**config.mk**
```make
export PLATFORM = sky130hd
export DESIGN_NAME = switch_allocator
export DESIGN_NICKNAME = d
export VERILOG_FILES = /design/src/rtl/switch_allocator.sv
export SDC_FILE = /design/constraint.sdc
export NUM_CORES = 1
export LEC_CHECK = 0
export CAP_MARGIN = 20
export CORE_MARGIN = 3
export CORE_UTILIZATION = 45
export CTS_BUF_LIST = sky130_fd_sc_hd__clkbuf_2 sky130_fd_sc_hd__clkbuf_4 sky130_fd_sc_hd__clkbuf_8
export DETAILED_ROUTE_END_ITERATION = 12
export PLACE_DENSITY_LB_ADDON = 0.12
export SYNTH_ARGS = -nofsm -noshare
export SYNTH_HDL_FRONTEND = slang
export SYNTH_SLANG_ARGS = --single-unit
```
**constraint.sdc**
```tcl
create_clock -name clk -period 4 [get_ports clk]
set_clock_uncertainty 0.15 [all_clocks]
set_input_delay 1.2 -clock clk [delete_from_list [all_inputs] [get_ports clk]]
set_output_delay 1.2 -clock clk [all_outputs]
set_load 0.02 [all_outputs]
```
**src/rtl/switch_allocator.sv**
```systemverilog
// Per-output wormhole switch allocator: round-robin head arbitration, lock until tail, crossbar selects.
// Latency: grant 1 cycle after request; backpressure: o_grant gated combinationally by i_credit_avail. Option: SW_ALLOC_WATCHDOG_EN.
module switch_allocator #(
   parameter  int NUM_PORTS = 5,
   parameter  int WD_CYCLES = 255,
   localparam int PW        = $clog2(NUM_PORTS)
) (
   input  logic                    clk,
   input  logic                    rst_n,
   input  logic [NUM_PORTS-1:0]    i_req_valid,
   input  logic [NUM_PORTS*PW-1:0] i_req_port,
   input  logic [NUM_PORTS-1:0]    i_flit_fire,
   input  logic [NUM_PORTS-1:0]    i_flit_tail,
   input  logic [NUM_PORTS-1:0]    i_credit_avail,
   output logic [NUM_PORTS-1:0]    o_grant,
   output logic [NUM_PORTS*PW-1:0] o_xbar_sel,
   output logic [NUM_PORTS-1:0]    o_out_active,
   output logic [NUM_PORTS-1:0]    o_wd_timeout
);

   typedef enum logic {IDLE = 1'b0, LOCKED = 1'b1} state_t;

   if (NUM_PORTS < 2 || WD_CYCLES < 1) begin : g_param_check
      $error("switch_allocator: NUM_PORTS must be >= 2 and WD_CYCLES >= 1");
   end

   state_t              state_q [NUM_PORTS];
   state_t              state_d [NUM_PORTS];
   logic [PW-1:0]       owner_q [NUM_PORTS];
   logic [PW-1:0]       owner_d [NUM_PORTS];
   logic [PW-1:0]       rr_q    [NUM_PORTS];
   logic [PW-1:0]       rr_d    [NUM_PORTS];
   logic [NUM_PORTS-1:0] elig   [NUM_PORTS];
   logic [NUM_PORTS-1:0] in_locked;
   logic [NUM_PORTS-1:0] grant;

   // Returns {found, index} of first set bit at or after ptr, wrapping.
   function automatic logic [PW:0] rr_pick(input logic [NUM_PORTS-1:0] req,
                                           input logic [PW-1:0]        ptr);
      logic [PW:0] res;
      int          idx;
      res = '0;
      for (int k = NUM_PORTS - 1; k >= 0; k--) begin
         idx = int'(ptr) + k;
         if (idx >= NUM_PORTS) idx = idx - NUM_PORTS;
         if (req[idx]) res = {1'b1, PW'(idx)};
      end
      return res;
   endfunction

   function automatic logic [PW-1:0] next_port(input logic [PW-1:0] p);
      return (int'(p) == NUM_PORTS - 1) ? '0 : p + 1'b1;
   endfunction

   always_comb begin : lock_decode
      in_locked = '0;
      grant     = '0;
      for (int o = 0; o < NUM_PORTS; o++) begin
         for (int i = 0; i < NUM_PORTS; i++) begin
            if (state_q[o] == LOCKED && owner_q[o] == PW'(i)) begin
               in_locked[i] = 1'b1;
               if (i_credit_avail[o]) grant[i] = 1'b1;
            end
         end
      end
   end

   // Out-of-range request ports never match any output index.
   always_comb begin : eligibility
      for (int o = 0; o < NUM_PORTS; o++) begin
         elig[o] = '0;
         for (int i = 0; i < NUM_PORTS; i++) begin
            elig[o][i] = i_req_valid[i] && !in_locked[i] &&
                         (i_req_port[i*PW +: PW] == PW'(o));
         end
      end
   end

`ifdef SW_ALLOC_WATCHDOG_EN
   localparam int CW = $clog2(WD_CYCLES + 1);
   logic [CW-1:0]        wd_cnt_q [NUM_PORTS];
   logic [CW-1:0]        wd_cnt_d [NUM_PORTS];
   logic [NUM_PORTS-1:0] wd_to_q;
   logic [NUM_PORTS-1:0] wd_to_d;
`endif

   always_comb begin : next_state
      logic [PW:0] pick;
      logic [PW-1:0] own;
      pick = '0;
      own  = '0;
`ifdef SW_ALLOC_WATCHDOG_EN
      wd_to_d = '0;
`endif
      for (int o = 0; o < NUM_PORTS; o++) begin
         state_d[o] = state_q[o];
         owner_d[o] = owner_q[o];
         rr_d[o]    = rr_q[o];
         own        = owner_q[o];
`ifdef SW_ALLOC_WATCHDOG_EN
         wd_cnt_d[o] = wd_cnt_q[o];
`endif
         case (state_q[o])
            IDLE: begin
               pick = rr_pick(elig[o], rr_q[o]);
               if (pick[PW]) begin
                  state_d[o] = LOCKED;
                  owner_d[o] = pick[PW-1:0];
`ifdef SW_ALLOC_WATCHDOG_EN
                  wd_cnt_d[o] = '0;
`endif
               end
            end
            LOCKED: begin
               if (i_flit_fire[own] && i_flit_tail[own] && grant[own]) begin
                  state_d[o] = IDLE;
                  rr_d[o]    = next_port(own);
               end
`ifdef SW_ALLOC_WATCHDOG_EN
               // Force release of a stalled owner so the output cannot wedge.
               else if (wd_cnt_q[o] == CW'(WD_CYCLES)) begin
                  state_d[o] = IDLE;
                  rr_d[o]    = next_port(own);
                  wd_to_d[o] = 1'b1;
               end else if (i_flit_fire[own] && grant[own]) begin
                  wd_cnt_d[o] = '0;
               end else begin
                  wd_cnt_d[o] = wd_cnt_q[o] + 1'b1;
               end
`endif
            end
            default: state_d[o] = IDLE;
         endcase
      end
   end

   always_ff @(posedge clk or negedge rst_n) begin
      if (!rst_n) begin
         for (int o = 0; o < NUM_PORTS; o++) begin
            state_q[o] <= IDLE;
            owner_q[o] <= '0;
            rr_q[o]    <= '0;
`ifdef SW_ALLOC_WATCHDOG_EN
            wd_cnt_q[o] <= '0;
`endif
         end
`ifdef SW_ALLOC_WATCHDOG_EN
         wd_to_q <= '0;
`endif
      end else begin
         for (int o = 0; o < NUM_PORTS; o++) begin
            state_q[o] <= state_d[o];
            owner_q[o] <= owner_d[o];
            rr_q[o]    <= rr_d[o];
`ifdef SW_ALLOC_WATCHDOG_EN
            wd_cnt_q[o] <= wd_cnt_d[o];
`endif
         end
`ifdef SW_ALLOC_WATCHDOG_EN
         wd_to_q <= wd_to_d;
`endif
      end
   end

   always_comb begin : outputs
      o_grant      = grant;
      o_xbar_sel   = '0;
      o_out_active = '0;
      for (int o = 0; o < NUM_PORTS; o++) begin
         o_out_active[o] = (state_q[o] == LOCKED);
         if (state_q[o] == LOCKED) o_xbar_sel[o*PW +: PW] = owner_q[o];
      end
   end

`ifdef SW_ALLOC_WATCHDOG_EN
   assign o_wd_timeout = wd_to_q;
`else
   assign o_wd_timeout = '0;
`endif

endmodule

```
==> results.cfg <==
[clocking]
cts_root_buf = clkbuf_8
htreeDepth = 2
cts_sinks = 35
cts_inserted_buffers = 5
clock_latency_ns = 0.30
cts_tree = done
cts_hold_buffers = 0
clockBufferDepth = 2
clk_pin_slew_ns = 0.08
post-cts-setup-buffers = 0

[place]
io_buffers = 61
gp_congestion = 0.9411
place_ws_ns = -0.2483
dp_hpwl_mm = 20.98

[yosys]
ys_seq_area_share_pct = 11.28
ys.flop_type = dfrtp_1
syn-instance-count = 1048
yosysWarnings = 0
synth.distinct_cells = 89
avgSynthCellArea_um2 = 7.409
ys_seq_elements = 35
synth-edff-count = 0
synthArstFlopShare_pct = 100.0
syn-cell-area_um2 = 7765

[critical_path]
cpMaxStageDelayCell = clkdlybuf4s50_1
crit_chain = clkdlybuf4s50_1 -> and3_1 -> a221oi_1 -> nand2_1 -> clkdlybuf4s15_1
max_stage_delay_ns = 0.43
critPathArrivalTime_ns = 2.60
path_class = in -> out
start_kind = primary input
cp-end-kind = output port
required_ns = 2.65
cp_max_fo = 3

[pwr]
powerDensity_nw_per_um2 = 750.1
p_switching_uw = 3860
p_leak_uw = 0.004155
p_seq_share_pct = 9.9
combinationalPowerShare_pct = 85.8
swShare_pct = 53.99
p_int_uw = 3290
peakVddDrop_mv = 0.4150
clockPowerShare_pct = 4.3

[timing]
tns_ns = 0
rsz0062_at_grt = false
min_period_ns = 3.951
worst_slack_ns = 0.04856
setup_violations = 0
drv_slew = 0
worst_pin_slew_ns = 0.9417
finalHoldViolations = 0
relSlewSlack_pct = 37.22
fin_crit_sh_pct = 98.79
max_freq_ghz = 0.2531

[route]
drc = 0
dr.pass1.iters = 7
wire_per_inst_um = 18.38
drt_first_iter_violations = 628
ant_nets = 0
avgViaCountPerCell = 6.001
wirelength_mm = 26.16
vias = 8539

[grt]
grt_pass1_wl_mm = 41.09
grt_pass1_vias = 7790
antenna_found_initial = 1
grt_max_degree = 36
globalRouteTotalUtil_pct = 27.07
grt.overflow.total = 0

[die]
fp.coreArea_um2 = 16760
fp.dieArea_um2 = 18870
die_y_um = 137.4
io_pins = 67
die_width_um = 137.4
std_cell_rows = 47
initial_utilization_pct = 46.33

[outcome]
status = complete, no violations

[final_layout]
areaGrowthSynthToFinish_pct = 22.75
n_fill_cell = 1615
final_util_pct = 56.87
layout_common_cells = buf_4, ha_1, nor2_1
layout_commonest_cell = buf_4
layout.nets = 1332
antennaDiodeCount = 0
drive_above_1_share_pct = 16.96

[worst_hold_path]
hp-class = reg -> reg

[flow_run]
drv_cap = 0
==> power by group through the flow <==
stage / Clock, uW / Combinational (uW) / Sequential [uW]
after floorplan: 0 / 3990 / 655
after global routing: 325 / 6690 / 735
after global placement: 0 / 6010 / 707
final: 306 / 6130 / 710
after detailed placement: 0 / 6020 / 705
after CTS: 308 / 6030 / 701
==> critical path, delay by kind of cell <==
family          cells  cell delay [ns]
simple gates        2             0.35
buf+inv             2             0.74
compound gates      1             0.30
==> cell type report <==
| class | count | area, um^2 | share of cell area, % |
|---|---|---|---|
| repair buffers | 194 | 1597 | 16.75 |
| well taps | 220 | 275.3 | 2.888 |
| clock buffers | 8 | 103.9 | 1.090 |
| multi-input cells | 906 | 6454 | 67.71 |
| inverters | 60 | 225.2 | 2.363 |
| flip-flops and latches | 35 | 877.1 | 9.202 |
==> per-stage QoR <==
| step | cells | instance area [um^2] | power [uW] | hold slack [ns] |
|---|---|---|---|---|
| 3_5_place_dp | 1415 | 9422 | 6721 | 0.3949 |
| 4_1_cts | 1423 | 9519 | 7043 | 0.4145 |
| 6_report | 1423 | 9532 | 7150 | 0.4214 |
| 2_1_floorplan | 1052 | 7780 | 4641 | 0.3720 |
| 3_3_place_gp | 1415 | 9422 | 6714 | 0.3900 |
| 5_1_grt | 1423 | 9532 | 7755 | 0.4516 |
==> cells in the mapped netlist (all sizes together) (20+ instances only) <==
| cell type | count | area share [%] |
|---|---|---|
| ha | 93 | 15 |
| inv | 56 | 2.7 |
| clkbuf | 31 | 1.5 |
| nand2 | 74 | 3.6 |
| nor3 | 53 | 3.4 |
| mux2i | 25 | 3.2 |
| dfrtp | 35 | 11 |
| nor2 | 90 | 4.4 |
| buf | 20 | 1.5 |
| nand4 | 28 | 2.3 |
| nand3b | 22 | 2.1 |
| mux2 | 32 | 4.7 |
| a21oi | 75 | 4.9 |
| o21ai | 56 | 3.6 |
| nand2b | 20 | 1.6 |
| nand3 | 31 | 2.0 |
| and2 | 20 | 1.6 |
==> timing repair <==
item	CTS	global route
gates resized for setup	5	9
pin swaps	0	1
endpoints found under the setup margin	5	7
==> state kept, by name, summed over array words and instances, names as in the netlist <==
register and cells:
next_state.own 3, o_out_active 5, owner_q 12, rr_q 15
==> per-layer routing <==
| metal | part of all wire [%] | GRT usage [%] |
|---|---|---|
| met1 | 46 | 37.92 |
| met2 | 46 | 44.31 |
| met3 | 5.7 | 2.557 |
| met4 | 2.7 | 7.761 |
| met5 | 0.065 | 0 |
==> kinds of logic after synthesis <==
logic type / after synthesis / share of synthesized area [%]
other: 1 / 0.04829
buffers and inverters: 111 / 5.962
XOR/XNOR: 22 / 2.481
AND/OR/NAND/NOR: 411 / 27.97
multiplexers: 63 / 9.652
AO/OA/AOI/OAI: 312 / 27.62
flip-flops: 35 / 11.28
adder cells (fa/ha/maj): 93 / 14.99
==> worst paths after layout <==
path / depth (start not counted) / slack [ns] / start / to
hold reg to reg: 1 / 0.42 / rr_q[14] / rr_q[14]
hold / removal: 1 / 0.42 / rr_q[14] / rr_q[14]
min in group asynchronous: 1 / 0.89 / rst_n / rr_q[0]
max in group asynchronous: 1 / 2.18 / rst_n / rr_q[13]
setup reg to reg: 13 / 0.30 / rr_q[1] / next_state.own[0]
setup / recovery: 5 / 0.05 / i_credit_avail[4] / o_grant[0]
Note: power is estimated with default switching activity, not from simulation.
